$ cat src/rtl/if_fetch_stage_pkg.sv
// Shared definitions for the RV32 instruction-fetch stage.
// Contents:
//   IF_TO_ID_BUS_WD / Branch_or_Jump_BUS_WD : bus widths toward and from decode
//   OPC_JAL / OPC_JALR / OPC_BRANCH         : control-flow opcodes recognised by predecode
//   fetch_state_e                           : fetch FSM state encoding (2-bit)
//   align_pc()                              : forces a PC onto a word boundary
package if_fetch_stage_pkg;

    localparam int IF_TO_ID_BUS_WD       = 64;
    localparam int Branch_or_Jump_BUS_WD = 34;

    localparam logic [6:0] OPC_JAL    = 7'b1101111;
    localparam logic [6:0] OPC_JALR   = 7'b1100111;
    localparam logic [6:0] OPC_BRANCH = 7'b1100011;

    typedef enum logic [1:0] {
        S_REQ   = 2'b00,
        S_RESP  = 2'b01,
        S_HOLD  = 2'b10,
        S_REDIR = 2'b11
    } fetch_state_e;

    // Instructions are 4-byte aligned; drop the two low address bits.
    function automatic logic [31:0] align_pc(input logic [31:0] pc);
        return pc & 32'hFFFF_FFFC;
    endfunction

endpackage

$ cat src/rtl/if_ctrl_predecode.sv
// Combinational predecode: flags opcodes that change control flow
// (JAL, JALR, conditional branch). Fetch uses it to stop and wait for
// decode's resolved next PC instead of running ahead.
// Ports:
//   opcode_i        in  7  instruction bits [6:0]
//   is_ctrl_flow_o  out 1  1 when the opcode is JAL, JALR or BRANCH
module if_ctrl_predecode
    import if_fetch_stage_pkg::*;
(
    input  logic [6:0] opcode_i,
    output logic       is_ctrl_flow_o
);

    // Opcode classification
    always_comb begin
        is_ctrl_flow_o = 1'b0;
        case (opcode_i)
            OPC_JAL, OPC_JALR, OPC_BRANCH: is_ctrl_flow_o = 1'b1;
            default:                       is_ctrl_flow_o = 1'b0;
        endcase
    end

endmodule

$ cat src/rtl/if_fetch_stage.sv
// Instruction-fetch stage of a 5-stage RV32 pipeline.
// Issues one instruction-memory request at a time, registers the response
// together with its PC and hands {Instruction, PC} to decode. After any
// control-flow instruction it waits for decode's resolved next PC.
// Ports:
//   clk, rst (async, active-low)
//   Inst_Req_Valid/Inst_Req_Ready/PC_out : memory request channel
//   Inst_Valid/Inst_Ready/Instruction    : memory response channel
//   IF_to_ID_Valid/ID_Allow_in/IF_to_ID_Bus : bundle toward decode
//   to_IF_Valid/Branch_or_Jump_Bus       : resolved next PC from decode
//   Mem_Feedback                         : 1 when no response is outstanding
//   IF_Fetch_Cnt                         : bundles handed to decode
module if_fetch_stage
    import if_fetch_stage_pkg::*;
#(
    parameter logic [31:0] RESET_PC = 32'h0000_0000
)
(
    input  logic                             clk,
    input  logic                             rst,
    output logic                             Inst_Req_Valid,
    input  logic                             Inst_Req_Ready,
    output logic [31:0]                      PC_out,
    input  logic                             Inst_Valid,
    output logic                             Inst_Ready,
    input  logic [31:0]                      Instruction,
    input  logic                             ID_Allow_in,
    output logic                             IF_to_ID_Valid,
    output logic [IF_TO_ID_BUS_WD-1:0]       IF_to_ID_Bus,
    input  logic                             to_IF_Valid,
    input  logic [Branch_or_Jump_BUS_WD-1:0] Branch_or_Jump_Bus,
    output logic                             Mem_Feedback,
    output logic [31:0]                      IF_Fetch_Cnt
);

    fetch_state_e               state_q;
    logic [31:0]                pc_q;
    logic [IF_TO_ID_BUS_WD-1:0] bundle_q;
    logic [31:0]                cnt_q;
    logic                       req_valid_q;
    logic                       inst_ready_q;
    logic                       id_valid_q;
    logic                       mem_fb_q;

    logic [31:0]                pc_inc_d;
    logic [31:0]                redir_pc_d;
    logic                       redir_take_s;
    logic                       hold_is_ctrl_s;

    assign pc_inc_d     = pc_q + 32'd4;
    assign redir_pc_d   = align_pc(Branch_or_Jump_Bus[31:0]);
    // Decode must both have resolved the target and still hold the instruction.
    assign redir_take_s = Branch_or_Jump_Bus[33] & Branch_or_Jump_Bus[32] & to_IF_Valid;

    // Predecode looks at the bundle being held, not at the raw memory bus.
    if_ctrl_predecode u_predecode (
        .opcode_i       (bundle_q[38:32]),
        .is_ctrl_flow_o (hold_is_ctrl_s)
    );

    // Fetch FSM with PC, bundle, counter and registered handshake outputs
    always_ff @(posedge clk or negedge rst) begin
        if (!rst) begin
            state_q      <= S_REQ;
            pc_q         <= RESET_PC;
            bundle_q     <= 64'd0;
            cnt_q        <= 32'd0;
            req_valid_q  <= 1'b0;
            inst_ready_q <= 1'b0;
            id_valid_q   <= 1'b0;
            mem_fb_q     <= 1'b1;
        end else begin
            case (state_q)
                S_REQ: begin
                    // Valid is raised on the first edge out of reset and is
                    // never dropped until the memory takes the request.
                    if (req_valid_q && Inst_Req_Ready) begin
                        state_q      <= S_RESP;
                        req_valid_q  <= 1'b0;
                        inst_ready_q <= 1'b1;
                        mem_fb_q     <= 1'b0;
                    end else begin
                        req_valid_q  <= 1'b1;
                    end
                end
                S_RESP: begin
                    if (inst_ready_q && Inst_Valid) begin
                        bundle_q     <= {Instruction, pc_q};
                        state_q      <= S_HOLD;
                        inst_ready_q <= 1'b0;
                        mem_fb_q     <= 1'b1;
                        id_valid_q   <= 1'b1;
                    end else begin
                        inst_ready_q <= 1'b1;
                    end
                end
                S_HOLD: begin
                    if (id_valid_q && ID_Allow_in) begin
                        cnt_q      <= cnt_q + 32'd1;
                        id_valid_q <= 1'b0;
                        if (hold_is_ctrl_s) begin
                            state_q     <= S_REDIR;
                        end else begin
                            pc_q        <= pc_inc_d;
                            state_q     <= S_REQ;
                            req_valid_q <= 1'b1;
                        end
                    end else begin
                        id_valid_q <= 1'b1;
                    end
                end
                S_REDIR: begin
                    if (redir_take_s) begin
                        pc_q        <= redir_pc_d;
                        state_q     <= S_REQ;
                        req_valid_q <= 1'b1;
                    end else begin
                        req_valid_q <= 1'b0;
                    end
                end
                default: begin
                    state_q      <= S_REQ;
                    req_valid_q  <= 1'b0;
                    inst_ready_q <= 1'b0;
                    id_valid_q   <= 1'b0;
                    mem_fb_q     <= 1'b1;
                end
            endcase
        end
    end

    assign Inst_Req_Valid = req_valid_q;
    assign PC_out         = pc_q;
    assign Inst_Ready     = inst_ready_q;
    assign IF_to_ID_Valid = id_valid_q;
    assign IF_to_ID_Bus   = bundle_q;
    assign Mem_Feedback   = mem_fb_q;
    assign IF_Fetch_Cnt   = cnt_q;

endmodule

$ cat config.mk
export PLATFORM = sky130hd
export DESIGN_NAME = if_fetch_stage
export DESIGN_NICKNAME = d
export VERILOG_FILES = /design/src/rtl/if_fetch_stage_pkg.sv /design/src/rtl/if_ctrl_predecode.sv /design/src/rtl/if_fetch_stage.sv
export SDC_FILE = /design/constraint.sdc
export NUM_CORES = 1
export LEC_CHECK = 0
export CAP_MARGIN = 20
export CORE_ASPECT_RATIO = 2
export CORE_MARGIN = 1
export CORE_UTILIZATION = 50
export CTS_BUF_LIST = sky130_fd_sc_hd__clkbuf_16
export DETAILED_ROUTE_END_ITERATION = 16
export PLACE_DENSITY = 0.92
export SLEW_MARGIN = 40
export SYNTH_ARGS = -nofsm -noshare
export SYNTH_HDL_FRONTEND = slang
export SYNTH_SLANG_ARGS = --single-unit
export TNS_END_PERCENT = 1
$ cat constraint.sdc
create_clock -name clk -period 5.59 [get_ports clk]
set_input_delay 1.118 -clock clk [delete_from_list [all_inputs] [get_ports clk]]
set_output_delay 1.118 -clock clk [all_outputs]
set_load 0.02 [all_outputs]
==> flow_metrics.env <==
export IMPL_status="complete, no violations"
export IMPL_setup_ws_ns=2.731
export IMPL_ys_warn_count=0
export IMPL_ios=204
export IMPL_syn_to_final_growth_pct=44.32
export IMPL_setup_tns_ns=0
export IMPL_end_kind="flop"
export IMPL_routed_wl_um=17090
export IMPL_root_buffer="clkbuf_16"
export IMPL_first_global_vias=5362
export IMPL_synth_area_um2=6041
export IMPL_antenna_found_initial=0
export IMPL_critPathLaunchType="input port"
export IMPL_drive_gt1_frac=0.1434
export IMPL_min_path_type="reg2reg"
export IMPL_ys_seq_area_frac=0.5387
export IMPL_post_dp_hpwl_um=12090
export IMPL_rsz0062_at_grt="false"
export IMPL_syn_instance_count=545
export IMPL_drt_iter0_drc=299
export IMPL_fin_nets=809
export IMPL_synth_edf_count=0
export IMPL_first_pass_iters=7
export IMPL_synth_ff_type="dfrtp_1"
export IMPL_dieHeight_um=157.4
export IMPL_netlist_cell_type_count=59
export IMPL_stdcell_count=891
export IMPL_grt_first_pass_wirelength_um=26740
export IMPL_worstPathMaxFanout=6
export IMPL_gp_congestion=0.8952
export IMPL_crit_arrival_ns=3.14
export IMPL_relSlewSlack=0.4776
export IMPL_power_mw=4.628
export IMPL_drc=0
export IMPL_syn_avg_cell_area_um2=11.08
export IMPL_hold_buffers=0
export IMPL_fin_skew_ns=0.009971
export IMPL_p_leak_nw=3.691
export IMPL_routed_via_density=5.936
export IMPL_die_area_um2=12550
export IMPL_cts_max_level=4
export IMPL_drv_cap=0
export IMPL_fmaxAchievable_mhz=349.8
export IMPL_finalSetupViolations=0
export IMPL_rows=56
export IMPL_fin_crit_ns=2.859
export IMPL_drv_slew=0
export IMPL_ant_nets=0
export IMPL_dp_cells=861
export IMPL_period_share=0.5115
export IMPL_crit_required_ns=5.88
export IMPL_num_vias=5289
export IMPL_power_density_nw_per_um2=530.9
export IMPL_synth_seq_cells=130
export IMPL_initial_core_util=0.5132
export IMPL_max_slew_worst_pin_slew_ns=0.7776
export IMPL_routedWlPerCell_um=19.18
export IMPL_clock_sinks=130
export IMPL_post_cts_setup_buffer_count=0
export IMPL_die_x_um=79.72
export IMPL_post_cts_resized=0
export IMPL_numCtsBuffers=17
export IMPL_most_common_layout_cells="clkdlybuf4s50_1, dfrtp_1, mux2_2, nand2_1, a21oi_1"
export IMPL_track_usage=0.2828
export IMPL_peakVddDrop_mv=0.3654
export IMPL_port_buffers=197
export IMPL_core_um2=11770
export IMPL_cts_path_max_buffers=2
export IMPL_grt_overflow_total=0
export IMPL_cts_tree="yes"
export IMPL_hold_viol=0
export IMPL_post_place_ws_ns=2.354
export IMPL_grt_max_degree=61
export IMPL_final_common_cell="clkdlybuf4s50_1"
export IMPL_clkSlewWorstSetupHoldPaths_ns=0.05
export IMPL_worstSetupPathType="in2reg"
export IMPL_clk_latency_ns=0.41
export IMPL_diodes=0
export IMPL_async_reset_ff_frac=1.000
-- synth_stat cells (all sizes together), types with 3 or more instances --
| library cell | count | area (um2) |
|---|---|---|
| dfrtp | 129 | 3228 |
| mux2 | 59 | 664.4 |
| nand2 | 49 | 183.9 |
| a21oi | 34 | 170.2 |
| nand3 | 31 | 160.1 |
| nor2 | 28 | 105.1 |
| o21ai | 24 | 123.9 |
| xnor2 | 23 | 201.4 |
| buf | 20 | 130.1 |
| nand4 | 18 | 118.9 |
| and3 | 15 | 93.84 |
| clkbuf | 13 | 50.04 |
| nor3 | 13 | 81.33 |
| a2bb2oi | 10 | 87.58 |
| o22ai | 10 | 62.56 |
| xor2 | 8 | 70.07 |
| inv | 7 | 26.28 |
| nand4b | 4 | 50.05 |
| nor4 | 4 | 40.04 |
| or3 | 4 | 25.02 |
| a31oi | 3 | 18.77 |
| a41oi | 3 | 26.28 |
| and2 | 3 | 18.77 |
| and4 | 3 | 26.28 |
| mux2i | 3 | 30.03 |
-- logic make-up after synthesis --
group / synth area share
simple gates: 0.1589
flops: 0.5387
compound gates: 0.1036
mux: 0.1150
buf+inv: 0.03417
xor+xnor: 0.04495
fa+ha+maj: 0.004142
other cells: 0.0006208
-- critical path: stages --
cell	delay, ns
clkdlybuf4s50_1	0.56
nand4b_4	0.18
nor4_4	0.46
nor3b_2	0.49
nand3_1	0.17
xnor2_1	0.16
-- metal layers --
metal / global-route usage / share of wire / up-vias
met5: 0 / 0 / -
met4: 0.1446 / 0.035 / 0
met3: 0.05391 / 0.062 / 53
met2: 0.5267 / 0.57 / 283
met1: 0.2905 / 0.34 / 2607
li1: - / - / 2346
-- through the flow --
stage / hold WS, ns / cell area, um2 / util
6_report: 0.4799 / 8718 / 0.7406
5_1_grt: 0.5113 / 8718 / 0.7406
4_1_cts: 0.4813 / 8717 / 0.7405
3_5_place_dp: 0.4661 / 8080 / 0.6864
3_3_place_gp: 0.4625 / 8055 / 0.6843
2_1_floorplan: 0.5584 / 6052 / -
-- power by group --
part | leakage, nW | internal [mW] | switching (mW)
clock network | 0.299 | 0.787 | 0.412
logic | 1.73 | 0.933 | 0.900
registers | 1.66 | 1.27 | 0.324
-- final timing paths --
check	end	start	cells past startpoint	slack [ns]
max in group asynchronous	IF_to_ID_Bus[7]$_DFFE_PN0P_	rst	2	3.99
worst max register to register	PC_out[30]$_DFFE_PN0P_	state_q[0]$_DFFE_PN0P_	5	3.19
min in group asynchronous	IF_to_ID_Bus[45]$_DFFE_PN0P_	rst	1	0.60
worst max-delay path	IF_Fetch_Cnt[29]$_DFFE_PN0P_	ID_Allow_in	6	2.73
worst min-delay path	IF_to_ID_Bus[26]$_DFFE_PN0P_	IF_to_ID_Bus[26]$_DFFE_PN0P_	2	0.48
worst min register to register	IF_to_ID_Bus[26]$_DFFE_PN0P_	IF_to_ID_Bus[26]$_DFFE_PN0P_	2	0.48
-- state kept, by name (all words and copies together) (netlist names) --
register        flops
IF_Fetch_Cnt       32
PC_out             30
Inst_Req_Valid      1
IF_to_ID_Valid      1
Mem_Feedback        1
Inst_Ready          1
IF_to_ID_Bus       62
state_q             2
-- final cells by class --
class                   instances  area [um2]
clock buffers                  17       425.4
clock inverters                13       211.5
fillers                       776        3053
inverters                       7       26.28
multi-input cells             378        2608
flip-flops and latches        130        3254
well taps                     145       181.4
repair buffers                201        2012
No activity file was read; power rests on OpenSTA's default activity.
